$ cat config.mk
export PLATFORM = sky130hd
export DESIGN_NAME = mmcm_drp_readback_flat
export DESIGN_NICKNAME = d
export VERILOG_FILES = /design/src/rtl/mmcm_drp_pkg.sv /design/src/rtl/mmcm_drp_readback_if.sv /design/src/rtl/mmcm_clkreg_decode.sv /design/src/rtl/mmcm_drp_readback.sv /design/src/flat_wrapper.sv
export SDC_FILE = /design/constraint.sdc
export NUM_CORES = 1
export LEC_CHECK = 0
export BUFFER_PORTS_ARGS = -buffer_cell sky130_fd_sc_hd__clkbuf_2
export CORE_MARGIN = 8
export CORE_UTILIZATION = 40
export CTS_BUF_LIST = sky130_fd_sc_hd__clkbuf_8
export CTS_CLUSTER_SIZE = 25
export DETAILED_ROUTE_END_ITERATION = 10
export PLACE_DENSITY = 0.71
export SLEW_MARGIN = 40
export SYNTH_ARGS = -nofsm -noshare
export SYNTH_HDL_FRONTEND = slang
export SYNTH_SLANG_ARGS = --single-unit
$ cat constraint.sdc
create_clock -name clk -period 9.22 [get_ports clk]
set_clock_uncertainty 0.05 [all_clocks]
set_input_delay 1.383 -clock clk [delete_from_list [all_inputs] [get_ports clk]]
set_output_delay 1.383 -clock clk [all_outputs]
set_load 0.02 [all_outputs]
$ cat src/rtl/mmcm_drp_pkg.sv
// Shared DRP constants for MMCM/PLL counter access: register addresses,
// field bit positions and the readback FSM state encoding.
package mmcm_drp_pkg;

  // Same register map the reconfiguration writer uses
  localparam logic [6:0] CLKOUT0_REG1_ADDR  = 7'h08;
  localparam logic [6:0] CLKFBOUT_REG1_ADDR = 7'h14;
  localparam logic [6:0] DIVCLK_REG_ADDR    = 7'h16;

  localparam int NUM_READS = 5;

  // ClkReg1
  localparam int CR1_PHASE_MUX_LSB = 13;
  localparam int CR1_HIGH_LSB      = 6;
  localparam int CR1_LOW_LSB       = 0;

  // ClkReg2
  localparam int CR2_FRAC_LSB     = 12;
  localparam int CR2_FRAC_EN_BIT  = 11;
  localparam int CR2_WF_R_BIT     = 10;
  localparam int CR2_EDGE_BIT     = 7;
  localparam int CR2_NO_COUNT_BIT = 6;
  localparam int CR2_DELAY_LSB    = 0;

  // DivReg
  localparam int DIV_EDGE_BIT     = 13;
  localparam int DIV_NO_COUNT_BIT = 12;
  localparam int DIV_HIGH_LSB     = 6;
  localparam int DIV_LOW_LSB      = 0;

  typedef enum logic [2:0] {
    ST_IDLE,
    ST_ISSUE,
    ST_WAIT,
    ST_COMMIT,
    ST_FINISH
  } state_t;

endpackage

$ cat src/rtl/mmcm_drp_readback_if.sv
// DRP bus between a requester (master) and the MMCM/PLL primitive (slave).
// Handshake: master pulses den for one cycle with daddr valid; the slave
// answers with a one-cycle drdy carrying drp_do. One request outstanding.
interface mmcm_drp_readback_if;
  logic [6:0]  daddr;
  logic        den;
  logic        dwe;
  logic [15:0] di;
  logic [15:0] drp_do;
  logic        drdy;

  modport master (output daddr, den, dwe, di, input drp_do, drdy);
  modport slave  (input daddr, den, dwe, di, output drp_do, drdy);
endinterface

$ cat src/rtl/mmcm_clkreg_decode.sv
// Splits an output/feedback counter's ClkReg1/ClkReg2 pair into its fields.
module mmcm_clkreg_decode
  import mmcm_drp_pkg::*;
(
  input  logic [15:0] reg1,
  input  logic [15:0] reg2,
  output logic [5:0]  high_time,
  output logic [5:0]  low_time,
  output logic [5:0]  delay_time,
  output logic [2:0]  phase_mux,
  output logic [2:0]  frac,
  output logic        frac_en,
  output logic        wf_r,
  output logic        edge_en,
  output logic        no_count
);

  assign phase_mux  = reg1[CR1_PHASE_MUX_LSB +: 3];
  assign high_time  = reg1[CR1_HIGH_LSB +: 6];
  assign low_time   = reg1[CR1_LOW_LSB +: 6];

  assign frac       = reg2[CR2_FRAC_LSB +: 3];
  assign frac_en    = reg2[CR2_FRAC_EN_BIT];
  assign wf_r       = reg2[CR2_WF_R_BIT];
  assign edge_en    = reg2[CR2_EDGE_BIT];
  assign no_count   = reg2[CR2_NO_COUNT_BIT];
  assign delay_time = reg2[CR2_DELAY_LSB +: 6];

  // Reserved bits carry nothing we expose
  logic unused_reserved;
  assign unused_reserved = ^{reg1[12], reg2[15], reg2[9:8]};

endmodule

$ cat src/rtl/mmcm_drp_readback.sv
// Reads the five MMCM counter registers over DRP and presents the decoded
// fields; outputs change only when a full sequence completes.
module mmcm_drp_readback
  import mmcm_drp_pkg::*;
#(
  parameter int unsigned TIMEOUT_CYCLES = 64,
  parameter logic [6:0]  CLKOUT0_ADDR   = CLKOUT0_REG1_ADDR,
  parameter logic [6:0]  CLKFBOUT_ADDR  = CLKFBOUT_REG1_ADDR,
  parameter logic [6:0]  DIVCLK_ADDR    = DIVCLK_REG_ADDR
) (
  input  logic       clk,
  input  logic       rst,
  input  logic       start,
  output logic       ready,
  output logic       done,
  output logic       timeout_err,
  mmcm_drp_readback_if.master drp,
  output logic [5:0] CLKOUT0_HIGH_TIME,
  output logic [5:0] CLKOUT0_LOW_TIME,
  output logic [5:0] CLKOUT0_DELAY_TIME,
  output logic [2:0] CLKOUT0_PHASE_MUX,
  output logic [2:0] CLKOUT0_FRAC,
  output logic       CLKOUT0_FRAC_EN,
  output logic       CLKOUT0_WF_R,
  output logic       CLKOUT0_EDGE,
  output logic       CLKOUT0_NO_COUNT,
  output logic [5:0] CLKFBOUT_HIGH_TIME,
  output logic [5:0] CLKFBOUT_LOW_TIME,
  output logic [5:0] CLKFBOUT_DELAY_TIME,
  output logic [2:0] CLKFBOUT_PHASE_MUX,
  output logic [2:0] CLKFBOUT_FRAC,
  output logic       CLKFBOUT_FRAC_EN,
  output logic       CLKFBOUT_WF_R,
  output logic       CLKFBOUT_EDGE,
  output logic       CLKFBOUT_NO_COUNT,
  output logic [5:0] DIVCLK_HIGH_TIME,
  output logic [5:0] DIVCLK_LOW_TIME,
  output logic       DIVCLK_EDGE,
  output logic       DIVCLK_NO_COUNT,
  output state_t     state_dbg
);

  localparam logic [7:0] TIMER_LAST = 8'(TIMEOUT_CYCLES - 1);

  state_t      state;
  logic [2:0]  idx;
  logic [7:0]  timer;
  logic        den_q;
  logic        done_q;
  logic        terr_q;
  logic [6:0]  daddr_q;
  logic [15:0] shadow [NUM_READS];
  logic [15:0] live   [NUM_READS];

  function automatic logic [6:0] addr_of(input logic [2:0] i);
    case (i)
      3'd0:    return CLKOUT0_ADDR;
      3'd1:    return CLKOUT0_ADDR + 7'd1;
      3'd2:    return CLKFBOUT_ADDR;
      3'd3:    return CLKFBOUT_ADDR + 7'd1;
      default: return DIVCLK_ADDR;
    endcase
  endfunction

  // den/done are set on the transition into ISSUE/FINISH so each lasts one cycle
  always_ff @(posedge clk) begin
    if (rst) begin
      state   <= ST_IDLE;
      idx     <= '0;
      timer   <= '0;
      den_q   <= 1'b0;
      done_q  <= 1'b0;
      terr_q  <= 1'b0;
      daddr_q <= '0;
      for (int i = 0; i < NUM_READS; i++) begin
        shadow[i] <= '0;
        live[i]   <= '0;
      end
    end else begin
      den_q  <= 1'b0;
      done_q <= 1'b0;
      case (state)
        ST_IDLE: begin
          if (start) begin
            terr_q  <= 1'b0;
            idx     <= '0;
            daddr_q <= addr_of(3'd0);
            den_q   <= 1'b1;
            state   <= ST_ISSUE;
          end
        end
        ST_ISSUE: begin
          timer <= '0;
          state <= ST_WAIT;
        end
        ST_WAIT: begin
          // drdy takes priority over an expiring timer
          if (drp.drdy) begin
            shadow[idx] <= drp.drp_do;
            if (idx == 3'd4) begin
              state <= ST_COMMIT;
            end else begin
              idx     <= idx + 3'd1;
              daddr_q <= addr_of(idx + 3'd1);
              den_q   <= 1'b1;
              state   <= ST_ISSUE;
            end
          end else if (timer == TIMER_LAST) begin
            terr_q <= 1'b1;
            done_q <= 1'b1;
            state  <= ST_FINISH;
          end else begin
            timer <= timer + 8'd1;
          end
        end
        ST_COMMIT: begin
          for (int i = 0; i < NUM_READS; i++) live[i] <= shadow[i];
          done_q <= 1'b1;
          state  <= ST_FINISH;
        end
        ST_FINISH: state <= ST_IDLE;
        default:   state <= ST_IDLE;
      endcase
    end
  end

  assign ready       = (state == ST_IDLE);
  assign done        = done_q;
  assign timeout_err = terr_q;
  assign state_dbg   = state;

  assign drp.daddr = daddr_q;
  assign drp.den   = den_q;
  assign drp.dwe   = 1'b0;
  assign drp.di    = '0;

  mmcm_clkreg_decode u_clkout0 (
    .reg1       (live[0]),
    .reg2       (live[1]),
    .high_time  (CLKOUT0_HIGH_TIME),
    .low_time   (CLKOUT0_LOW_TIME),
    .delay_time (CLKOUT0_DELAY_TIME),
    .phase_mux  (CLKOUT0_PHASE_MUX),
    .frac       (CLKOUT0_FRAC),
    .frac_en    (CLKOUT0_FRAC_EN),
    .wf_r       (CLKOUT0_WF_R),
    .edge_en    (CLKOUT0_EDGE),
    .no_count   (CLKOUT0_NO_COUNT)
  );

  mmcm_clkreg_decode u_clkfbout (
    .reg1       (live[2]),
    .reg2       (live[3]),
    .high_time  (CLKFBOUT_HIGH_TIME),
    .low_time   (CLKFBOUT_LOW_TIME),
    .delay_time (CLKFBOUT_DELAY_TIME),
    .phase_mux  (CLKFBOUT_PHASE_MUX),
    .frac       (CLKFBOUT_FRAC),
    .frac_en    (CLKFBOUT_FRAC_EN),
    .wf_r       (CLKFBOUT_WF_R),
    .edge_en    (CLKFBOUT_EDGE),
    .no_count   (CLKFBOUT_NO_COUNT)
  );

  assign DIVCLK_EDGE      = live[4][DIV_EDGE_BIT];
  assign DIVCLK_NO_COUNT  = live[4][DIV_NO_COUNT_BIT];
  assign DIVCLK_HIGH_TIME = live[4][DIV_HIGH_LSB +: 6];
  assign DIVCLK_LOW_TIME  = live[4][DIV_LOW_LSB +: 6];

  logic unused_div_reserved;
  assign unused_div_reserved = ^live[4][15:14];

endmodule
$ cat src/flat_wrapper.sv
// flat-port wrapper written by rule: the top's interface ports become plain ports
module mmcm_drp_readback_flat import mmcm_drp_pkg::*;
#(
  parameter int unsigned TIMEOUT_CYCLES = 64,
  parameter logic [6:0]  CLKOUT0_ADDR   = CLKOUT0_REG1_ADDR,
  parameter logic [6:0]  CLKFBOUT_ADDR  = CLKFBOUT_REG1_ADDR,
  parameter logic [6:0]  DIVCLK_ADDR    = DIVCLK_REG_ADDR
)
  (clk, rst, start, ready, done, timeout_err, CLKOUT0_HIGH_TIME, CLKOUT0_LOW_TIME, CLKOUT0_DELAY_TIME, CLKOUT0_PHASE_MUX, CLKOUT0_FRAC, CLKOUT0_FRAC_EN, CLKOUT0_WF_R, CLKOUT0_EDGE, CLKOUT0_NO_COUNT, CLKFBOUT_HIGH_TIME, CLKFBOUT_LOW_TIME, CLKFBOUT_DELAY_TIME, CLKFBOUT_PHASE_MUX, CLKFBOUT_FRAC, CLKFBOUT_FRAC_EN, CLKFBOUT_WF_R, CLKFBOUT_EDGE, CLKFBOUT_NO_COUNT, DIVCLK_HIGH_TIME, DIVCLK_LOW_TIME, DIVCLK_EDGE, DIVCLK_NO_COUNT, state_dbg, drp_daddr, drp_den, drp_dwe, drp_di, drp_drp_do, drp_drdy);
  mmcm_drp_readback_if drp_i ();
  input  logic clk;
  input  logic rst;
  input  logic start;
  output logic ready;
  output logic done;
  output logic timeout_err;
  output logic [5:0] CLKOUT0_HIGH_TIME;
  output logic [5:0] CLKOUT0_LOW_TIME;
  output logic [5:0] CLKOUT0_DELAY_TIME;
  output logic [2:0] CLKOUT0_PHASE_MUX;
  output logic [2:0] CLKOUT0_FRAC;
  output logic CLKOUT0_FRAC_EN;
  output logic CLKOUT0_WF_R;
  output logic CLKOUT0_EDGE;
  output logic CLKOUT0_NO_COUNT;
  output logic [5:0] CLKFBOUT_HIGH_TIME;
  output logic [5:0] CLKFBOUT_LOW_TIME;
  output logic [5:0] CLKFBOUT_DELAY_TIME;
  output logic [2:0] CLKFBOUT_PHASE_MUX;
  output logic [2:0] CLKFBOUT_FRAC;
  output logic CLKFBOUT_FRAC_EN;
  output logic CLKFBOUT_WF_R;
  output logic CLKFBOUT_EDGE;
  output logic CLKFBOUT_NO_COUNT;
  output logic [5:0] DIVCLK_HIGH_TIME;
  output logic [5:0] DIVCLK_LOW_TIME;
  output logic DIVCLK_EDGE;
  output logic DIVCLK_NO_COUNT;
  output state_t state_dbg;
  output wire logic [$bits(drp_i.daddr)-1:0] drp_daddr;
  output wire logic [$bits(drp_i.den)-1:0] drp_den;
  output wire logic [$bits(drp_i.dwe)-1:0] drp_dwe;
  output wire logic [$bits(drp_i.di)-1:0] drp_di;
  input wire logic [$bits(drp_i.drp_do)-1:0] drp_drp_do;
  input wire logic [$bits(drp_i.drdy)-1:0] drp_drdy;
  assign drp_daddr = drp_i.daddr;
  assign drp_den = drp_i.den;
  assign drp_dwe = drp_i.dwe;
  assign drp_di = drp_i.di;
  assign drp_i.drp_do = drp_drp_do;
  assign drp_i.drdy = drp_drdy;
  mmcm_drp_readback #(.TIMEOUT_CYCLES(TIMEOUT_CYCLES), .CLKOUT0_ADDR(CLKOUT0_ADDR), .CLKFBOUT_ADDR(CLKFBOUT_ADDR), .DIVCLK_ADDR(DIVCLK_ADDR)) u_core (.clk(clk), .rst(rst), .start(start), .ready(ready), .done(done), .timeout_err(timeout_err), .drp(drp_i), .CLKOUT0_HIGH_TIME(CLKOUT0_HIGH_TIME), .CLKOUT0_LOW_TIME(CLKOUT0_LOW_TIME), .CLKOUT0_DELAY_TIME(CLKOUT0_DELAY_TIME), .CLKOUT0_PHASE_MUX(CLKOUT0_PHASE_MUX), .CLKOUT0_FRAC(CLKOUT0_FRAC), .CLKOUT0_FRAC_EN(CLKOUT0_FRAC_EN), .CLKOUT0_WF_R(CLKOUT0_WF_R), .CLKOUT0_EDGE(CLKOUT0_EDGE), .CLKOUT0_NO_COUNT(CLKOUT0_NO_COUNT), .CLKFBOUT_HIGH_TIME(CLKFBOUT_HIGH_TIME), .CLKFBOUT_LOW_TIME(CLKFBOUT_LOW_TIME), .CLKFBOUT_DELAY_TIME(CLKFBOUT_DELAY_TIME), .CLKFBOUT_PHASE_MUX(CLKFBOUT_PHASE_MUX), .CLKFBOUT_FRAC(CLKFBOUT_FRAC), .CLKFBOUT_FRAC_EN(CLKFBOUT_FRAC_EN), .CLKFBOUT_WF_R(CLKFBOUT_WF_R), .CLKFBOUT_EDGE(CLKFBOUT_EDGE), .CLKFBOUT_NO_COUNT(CLKFBOUT_NO_COUNT), .DIVCLK_HIGH_TIME(DIVCLK_HIGH_TIME), .DIVCLK_LOW_TIME(DIVCLK_LOW_TIME), .DIVCLK_EDGE(DIVCLK_EDGE), .DIVCLK_NO_COUNT(DIVCLK_NO_COUNT), .state_dbg(state_dbg));
endmodule
* Word level (Yosys, flattened, before mapping)
Memories as Yosys holds them, arrays and structs flattened. Cells that the tools add are included.
Word-level totals: output and inout port bits 101, logic and storage cells 85, memories 2, bits in writable memories 160, register bits after elaboration 24, input bits 20
Memories:
- u_core.live | depth 5, width 16, rd ports 5, clocked after Yosys merged registers in 0, wr ports 5, RTL line mmcm_drp_readback.sv:53 | logic [15:0] live [NUM_READS];
- u_core.shadow | depth 5, width 16, rd ports 5, clocked after Yosys merged registers in 0, wr ports 5, RTL line mmcm_drp_readback.sv:52 | logic [15:0] shadow [NUM_READS];
Cells by class: reduce and logical (&&, ||, !) cells 9, bitwise operators 5, equality and inequality tests 15, mux-type cells 45, add/sub/neg operators 2
Operators by type and width (count):
- $mux W16 | 6
- $mux W3 | 7
- $mux W7 | 3
- $pmux W5 S4 | 1
- $mux W1 | 18
- $mux W8 | 2
- $pmux W8 S2 | 1
- $reduce_or A16 Y1 | 1
- $pmux W7 S2 | 1
- $eq A3 B2 Y1 const B | 4
- $pmux W3 S4 | 1
- $ne A2 B2 Y1 const B | 5
- $add A8 B1 Y8 const B | 1
- $eq A8 B6 Y1 const B | 1
- $reduce_and A4 Y1 | 2
- $eq A3 B1 Y1 const B | 2
- $logic_not A3 Y1 | 2
- $pmux W1 S2 | 3
- $pmux W3 S2 | 1
- $or A1 B1 Y1 | 5
- $reduce_bool A2 Y1 | 2
- $add A3 B1 Y3 const B | 1
- $eq A3 B3 Y1 const B | 1
- $ne A3 B2 Y1 const B | 1
- other kinds (4) | 4

* Depth between registers and ports, before layout
Gate-level depths: netlist of the first run.
depth after elaboration 6, mapped depth 6, gate-level depth less buffers 6

* Modules after synthesis
A second synthesis of the first run with hierarchy kept.
Second synthesis, totals: cell total of the unflattened synthesis 558, area total of the unflattened synthesis 7636.1 um2
By module, submodules not included:
- mmcm_drp_readback | area each 7215.7 um2, instances 1, sequential area each 5104.9 um2, cells an instance 502
- mmcm_clkreg_decode | area each 210.2 um2, instances 2, sequential area each 0.0 um2, cells an instance 28

* Worst setup path after synthesis of the first run
No wires, ideal clock.
path kind reg-to-reg, from reg u_core.state[0] (netlist: u_core.state_dbg[0]), to mem u_core.live[0][0] (enable), required time 8.569 ns, buffers on the path 0, arrival 5.920 ns, slack 2.649 ns, clock period less this slack 6.571 ns, cell stages (with the launch flop) 3, cells stage by stage dfxtp_1 > inv_1 > o31ai_1
RTL lines:
- start: declaration | RTL line mmcm_drp_readback.sv:45 | state_t state;
- start signal: assignment | RTL line mmcm_drp_readback.sv:68 | state <= ST_IDLE;
- start signal: assignment | RTL line mmcm_drp_readback.sv:89 | state <= ST_ISSUE;
- start signal: assignment | RTL line mmcm_drp_readback.sv:94 | state <= ST_WAIT;
- end: declaration | RTL line mmcm_drp_readback.sv:53

==> summary.txt, run 1 <==
Outcome
  – Status: finished clean

Die
  – Core area: roughly 16000 µm²
  – FP Rows: 46
  – Initial core utilization: 40.8%
  – Die span in x: approximately 140 µm
  – IO Count: 121
  – Area of the die: a little over 20000 µm²
  – Die height: between 100 and 150 µm

GRT
  – First-pass GRT wire length: 19900 µm
  – Congestion Overflow GR: 0
  – Initial antenna violation count: 0
  – Pin count of the biggest net entering global routing: 71
  – Gr usage total: between 10% and 20%
  – Vias in the first global route: around 3700

Synthesis
  – Post-synth EDFFs: 140
  – Leading post-synthesis cells by cell area: edfxtp_1 (65%), and2_1 (14%), dfxtp_1 (6.5%), buf_4 (2.3%), ha_1 (1.2%)
  – Post-Synth Simple-Gate Area: 19.2%
  – Synthesized flop and latch total: 161
  – Cell with the most instances after synthesis: and2_1
  – Syn_area_per_cell: approximately 14 µm²
  – Syn Inst Count: approximately 460
  – Synth area leader: edfxtp_1
  – Synth Area in Adders: about 1.2%
  – Primary FF master, synth: edfxtp_1
  – Mapped Area: about 6500 µm²
  – Yosys warns: 0
  – Share of the synthesized area in the top cell type: between 60% and 70%
  – Async S/R FF share, synth: 0%
  – Synth cell types: 42
  – Largest family of logic cells by synthesized area: simple AND/OR/NAND/NOR gates
  – Post-synthesis sequential area ratio: 71.4%
  – Commonest cells post-synth: and2_1 (141), edfxtp_1 (140), dfxtp_1 (21)
  – Compound-Gate Fraction of Synth Area: under 10%
  – Post-synthesis mux area share: 0%
  – XOR/XNOR Fraction of Synth Area: less than 1%

Layout
  – Diode count: 0
  – Share of cells above drive strength 1: a little over a quarter
  – Post-route design area: ~7600 µm²
  – Synth-to-layout area growth: 16.7%
  – Register Area: ~4600 µm²
  – Nets: about 580
  – Fillers: approximately 1400
  – Multi-input combinational cell area: approximately 1700 µm²

STA
  – Slew headroom: about half
  – Slew @ Worst Pin: about 0.75 ns
  – RSZ-0062 raised after global routing: false
  – Period minus WS final: about 3.6 ns
  – Setup_tns: 0 ns
  – Final worst slack: ~5.7 ns
  – Max-slew violation count: 0
  – Final hold vios: 0
  – Tcrit/Tclk final: roughly two fifths
  – Fmax: ~280 MHz
  – Count of final setup violators: 0

Pwr
  – Leakage power: a little over 3 nW
  – Pwr Density: roughly 190 nW/µm²
  – Worst vdd ir: roughly 82 µV

Placement
  – Number of port buffers: a little over 100
  – Placed cell area: 7150 µm²
  – Dpl hpwl: roughly 9200 µm
  – Final RePlAce weighted congestion: 0.792
  – Placement Setup Slack: 5.25 ns

Drt
  – Antenna viol nets, final: 0
  – DRC Markers: 0
  – Via Count: 3701
  – Routed len/inst: 16.5 µm
  – Initial DRC count: around 230
  – Drt pass-1 iters: 4
  – Final WL: 13000 µm
  – Routed vias/inst: about 4.7

Critical path
  – Worst Path Max Fanout: 28
  – CP endpoint kind: flip-flop
  – Crit path largest cell delay: ~0.63 ns
  – Worst path slowest cell: nor3_2
  – Worst EP required: slightly above 9 ns
  – Startpoint types: input pin
  – CP cell instances: clkbuf_2 -> nor4b_4 -> nand3b_1 -> nor3_2 -> or2_2
  – Register-to-Register Path Depth: 4
  – Arrival time worst endpoint: between 3 and 4 ns
  – CP Class: in2reg

Worst hold path
  – WHS Path Cells: 2
  – Worst hold path class: reg2reg

Clock tree
  – Clk_lat worst skew: 0.44 ns
  – CTS Root Cell: clkbuf_8
  – Post-CTS Setup Inserts: 0
  – Sink Count: 161
  – CTS tree: yes
  – Post-CTS Hold Fix Bufs: 0
  – Post_cts resized: 0
  – CTS Buf Count: 17
  – Clock Path Buffers: 2
  – Worst-path clk slew: about 0.08 ns
  – Htree depth: 4

Flow run
  – Max-cap violation count: 0
stage by stage:
step                utilization, %  cells  total power, W  hold slack (ns)
floorplan                        -    474        0.000892            0.393
global placement              44.9    755        0.000917            0.410
detailed placement            45.0    755        0.000919            0.422
CTS                           47.5    787         0.00143            0.437
global route                  47.6    787         0.00146            0.456
finish                        47.6    787         0.00141            0.435
logic make-up after synthesis:
group | Yosys count
AO/OA/AOI/OAI | 37
other | 1
buffers and inverters | 47
adder cells (fa/ha/maj) | 6
XOR/XNOR | 1
AND/OR/NAND/NOR | 203
flip-flops | 161
path summary, 6_finish.rpt:
check,from,slack [ns],end
worst max-delay path,rst,5.66,u_core.shadow[2][15]
worst min-delay path,u_core.timeout_err,0.44,u_core.timeout_err
worst max register to register,u_core.state_dbg[1],6.52,u_core.shadow[2][15]
worst min register to register,u_core.timeout_err,0.44,u_core.timeout_err
placed cells by master (no fill, tap or decap), drive strengths merged, types with 2 or more instances in the layout:
master | synthesis | layout
and2 | 141 | 141
edfxtp | 140 | 140
clkbuf | 17 | 118
dfxtp | 21 | 21
conb | 1 | 19
nor2 | 11 | 11
inv | 8 | 11
nand2 | 10 | 10
nor3 | 9 | 9
a21oi | 8 | 8
o21ai | 8 | 8
clkinv | 0 | 7
or2 | 6 | 6
ha | 6 | 6
a31oi | 5 | 5
and3 | 4 | 4
nor4 | 4 | 4
or3 | 3 | 3
nand3 | 3 | 3
a211o | 3 | 3
bufinv | 0 | 3
a2111oi | 3 | 3
buf | 22 | 3
nand3b | 2 | 2
and4 | 2 | 2
nand2b | 2 | 2
a211oi | 2 | 2
a31o | 2 | 2
clkinvlp | 0 | 2
cell type report:
class / instances / area share [%]
Multi-Input combinational cell: 266 / 22.5
Sequential cell: 161 / 61.2
Timing Repair Buffer: 104 / 7.04
Tap cell: 216 / 3.58
Inverter: 8 / 0.397
Clock inverter: 15 / 2.24
Clock buffer: 17 / 3.10
power breakdown:
part	switching [W]	leakage (nW)	internal (W)
registers	0.00000880	1.62	0.000813
logic	0.0000609	1.21	0.0000182
clock network	0.000248	0.204	0.000266
per-layer routing:
metal	vias to the layer above	global-route usage, %	share of wire [%]
li1	1780	-	-
met4	0	5.15	1.4
met5	-	0	0
met3	12	3.64	6.5
met1	1773	15.4	43
met2	136	21.7	49
worst max-delay path, delay by kind of cell:
family	cells	cell delay, ns
simple gates	4	1.85
buf+inv	1	0.37
state kept, by name, summed over array words and instances (netlist names):
| name | count |
|---|---|
| u_core.done | 1 |
| u_core.drp.daddr | 4 |
| u_core.drp.den | 1 |
| u_core.idx | 3 |
| u_core.live | 70 |
| u_core.shadow | 70 |
| u_core.state_dbg | 3 |
| u_core.timeout_err | 1 |
| u_core.timer | 8 |
Note: power is estimated with default switching activity, not from simulation.
==> inputs of run 2 (changes only) <==
--- a/config.mk
+++ b/config.mk
@@ -5,13 +5,14 @@
 export SDC_FILE = /design/constraint.sdc
 export NUM_CORES = 1
 export LEC_CHECK = 0
+export ABC_AREA = 1
 export BUFFER_PORTS_ARGS = -buffer_cell sky130_fd_sc_hd__clkbuf_2
 export CORE_MARGIN = 8
 export CORE_UTILIZATION = 40
 export CTS_BUF_LIST = sky130_fd_sc_hd__clkbuf_8
 export CTS_CLUSTER_SIZE = 25
 export DETAILED_ROUTE_END_ITERATION = 10
-export PLACE_DENSITY = 0.71
+export PLACE_DENSITY = 0.73
 export SLEW_MARGIN = 40
 export SYNTH_ARGS = -nofsm -noshare
 export SYNTH_HDL_FRONTEND = slang
==> constraint.sdc (replaced) <==
create_clock -name clk -period 3 [get_ports clk]
set_clock_uncertainty 0.05 [all_clocks]
set_input_delay 0.45 -clock clk [delete_from_list [all_inputs] [get_ports clk]]
set_output_delay 0.45 -clock clk [all_outputs]
set_load 0.02 [all_outputs]
==> run 2 against run 1 <==
  * Power increased to 3.1 times the previous value
  * Hold slack got worse by 0.23 ns
  * Combinational power increased to 5.2 times the previous value
  * Core utilization decreased by 0.32 points
  * Die area decreased by 0.76%
  * Critical path depth increased by 2
  * Synthesized cell count increased by 26%
  * Clock-buffer cell count unchanged
  * Critical path type is now reg2reg
==> summary.txt, run 2 <==
Outcome
  – Status: finished clean

Synthesis
  – Commonest cells post-synth: nor2_1 (166), edfxtp_1 (140), inv_1 (104)
  – Post-synthesis sequential area ratio: 72.0%
  – Share of the synthesized area in the top cell type: 65.5%
  – Synthesized flop and latch total: roughly 160
  – Yosys warns: 0
  – Cell with the most instances after synthesis: nor2_1
  – Primary FF master, synth: edfxtp_1
  – Syn_area_per_cell: 11.2 µm²
  – Mapped Area: 6420 µm²
  – Post-synth EDFFs: 140
  – Leading post-synthesis cells by cell area: edfxtp_1 (65%), nor2_1 (9.7%), dfxtp_1 (6.5%), inv_1 (6.1%), nand2_1 (3.0%)
  – Synth area leader: edfxtp_1
  – Async S/R FF share, synth: 0%
  – Synth cell types: 25
  – Syn Inst Count: 576

Critical path
  – Worst EP required: just over 3 ns
  – Worst Path Max Fanout: 14
  – Startpoint types: flip-flop
  – Arrival time worst endpoint: ~2.4 ns
  – CP endpoint kind: flip-flop
  – CP Class: reg2reg

Die
  – Initial core utilization: about two fifths
  – FP Rows: 46
  – Area of the die: 20400 µm²
  – IO Count: between 100 and 150
  – Die height: between 100 and 150 µm
  – Die span in x: 143 µm
  – Core area: between 15000 and 20000 µm²

Drt
  – DRC Markers: 0
  – Antenna viol nets, final: 0
  – Top Metal Used: met4
  – Routed len/inst: about 14 µm
  – Routed vias/inst: between 4 and 5
  – WL met3: just under 1000 µm
  – Via Count: between 3000 and 4000
  – Final WL: ~13000 µm
  – Initial DRC count: approximately 220
  – Drt pass-1 iters: 5
  – Met1 WL: roughly 5500 µm
  – Met2 WL: between 6000 and 7000 µm

Layout
  – Fillers: about 1500
  – Share of cells above drive strength 1: about a fifth
  – Largest regs: u_core.live: 70 flops, u_core.shadow: 70 flops, u_core.timer: 8 flops
  – Register Area: around 4600 µm²
  – Synth-to-layout area growth: 16.0%
  – Diode count: 0
  – Multi-input combinational cell area: roughly 1200 µm²
  – Most common cell after layout, fill and taps aside: nor2_1
  – Post-route insts no fill: 910
  – Nets: ~710
  – Commonest non-fill, non-tap cells in the layout: nor2_1 (166), edfxtp_1 (140), inv_1 (104)
  – Post-route core utilization: a little under half

Placement
  – Number of port buffers: slightly above 100
  – Dpl hpwl: 9170 µm
  – Inst Count DP: 878
  – Final RePlAce weighted congestion: around 0.87

Pwr
  – Worst vdd ir: about 330 µV
  – Leakage power: between 3 and 4 nW
  – Pwr Density: just under 600 nW/µm²

STA
  – Slew @ Worst Pin: just under 0.6 ns
  – RSZ-0062 raised after global routing: false
  – WHS: approximately 0.21 ns
  – Tcrit/Tclk final: roughly 77%
  – Period minus WS final: 2.32 ns
  – Setup_tns: 0 ns
  – Max-slew violation count: 0
  – Fmax: roughly 430 MHz
  – Final hold vios: 0
  – Count of final setup violators: 0
  – Slew headroom: a little over 60%

Clock tree
  – CTS Root Cell: clkbuf_8
  – Post-CTS Setup Inserts: 0
  – Post_cts resized: 0
  – Clk_lat worst skew: 0.45 ns
  – Htree depth: 4
  – Sink Count: 161
  – Post-CTS Hold Fix Bufs: 0
  – CTS tree: yes
  – CTS Buf Count: 17
  – Clock Path Buffers: 2
  – Worst-path clk slew: 0.08 ns

GRT
  – Congestion Overflow GR: 0
  – Gr usage total: 12.8%
  – Initial antenna violation count: 0
  – First-pass GRT wire length: a little under 20000 µm
  – Pin count of the biggest net entering global routing: slightly above 70
  – Vias in the first global route: 3838

Flow run
  – Max-cap violation count: 0

Worst hold path
  – Worst hold path class: in2reg
[run 2: cell count changes in the layout (fill, tap and decap cells not counted), moves of 4 or more]
cell	before	now
a21oi_1	8	14
a31oi_1	5	1
and2_1	141	0
and3_1	4	0
inv_1	10	104
inv_8	0	4
nand2_1	10	50
nand2_2	0	4
nand3_1	3	9
nor2_1	11	166
[run 2: logic make-up after synthesis]
family | count (synthesis) | synth area share [%]
AOI/OAI and AO/OA | 26 | 2.08
xor gates and xnor gates | 1 | 0.136
adders and majority gates | 6 | 1.17
buffers and inverters | 142 | 9.66
DFF | 161 | 72.0
other | 1 | 0.0584
and+or+nand+nor | 239 | 14.9
[run 2: layout make-up]
class | count | share of cell area, %
Multi-Input combinational cell | 291 | 16.7
Timing Repair Buffer | 103 | 7.32
Tap cell | 216 | 3.63
Sequential cell | 161 | 62.1
Clock buffer | 17 | 3.14
Inverter | 107 | 5.39
Clock inverter | 15 | 1.71
[run 2: worst paths after layout]
kind | start | to | slack (ns) | cells after the start
max | u_core.state_dbg[2] | u_core.shadow[1][6] | 0.68 | 7
min | start | u_core.timeout_err | 0.21 | 4
max reg2reg | u_core.state_dbg[2] | u_core.shadow[1][6] | 0.68 | 7
min reg2reg | u_core.drp.daddr[3] | u_core.drp.daddr[3] | 0.40 | 2
[run 2: metrics by stage]
step	cell area, µm²	worst slack [ns]	power (W)
2_1_floorplan	6490	0.877	0.00291
3_3_place_gp	7090	0.782	0.00304
3_5_place_dp	7090	0.687	0.00304
4_1_cts	7450	0.661	0.00445
5_1_grt	7450	0.441	0.00459
6_report	7450	0.676	0.00441
[run 2: where the power goes]
part	switching [W]	internal [W]
Clock	0.000830	0.000594
Sequential	0.0000390	0.00253
Combinational	0.000314	0.0000996
Total	0.00118	0.00323
[run 2: layer usage]
layer  up-vias  GRT usage [%]
li1       1982              -
met1      1799           16.1
met2       140           20.8
met3        11           4.01
met4         0           3.52
met5         -              0
[run 2: critical path: stages (launching register included)]
cell and delay (ns):
dfxtp_1 0.35, inv_2 0.08, nand2_1 0.10, nor2_4 0.19
nand2_2 0.11, nor2_1 0.14, nand3_1 0.37, nand2_1 0.57
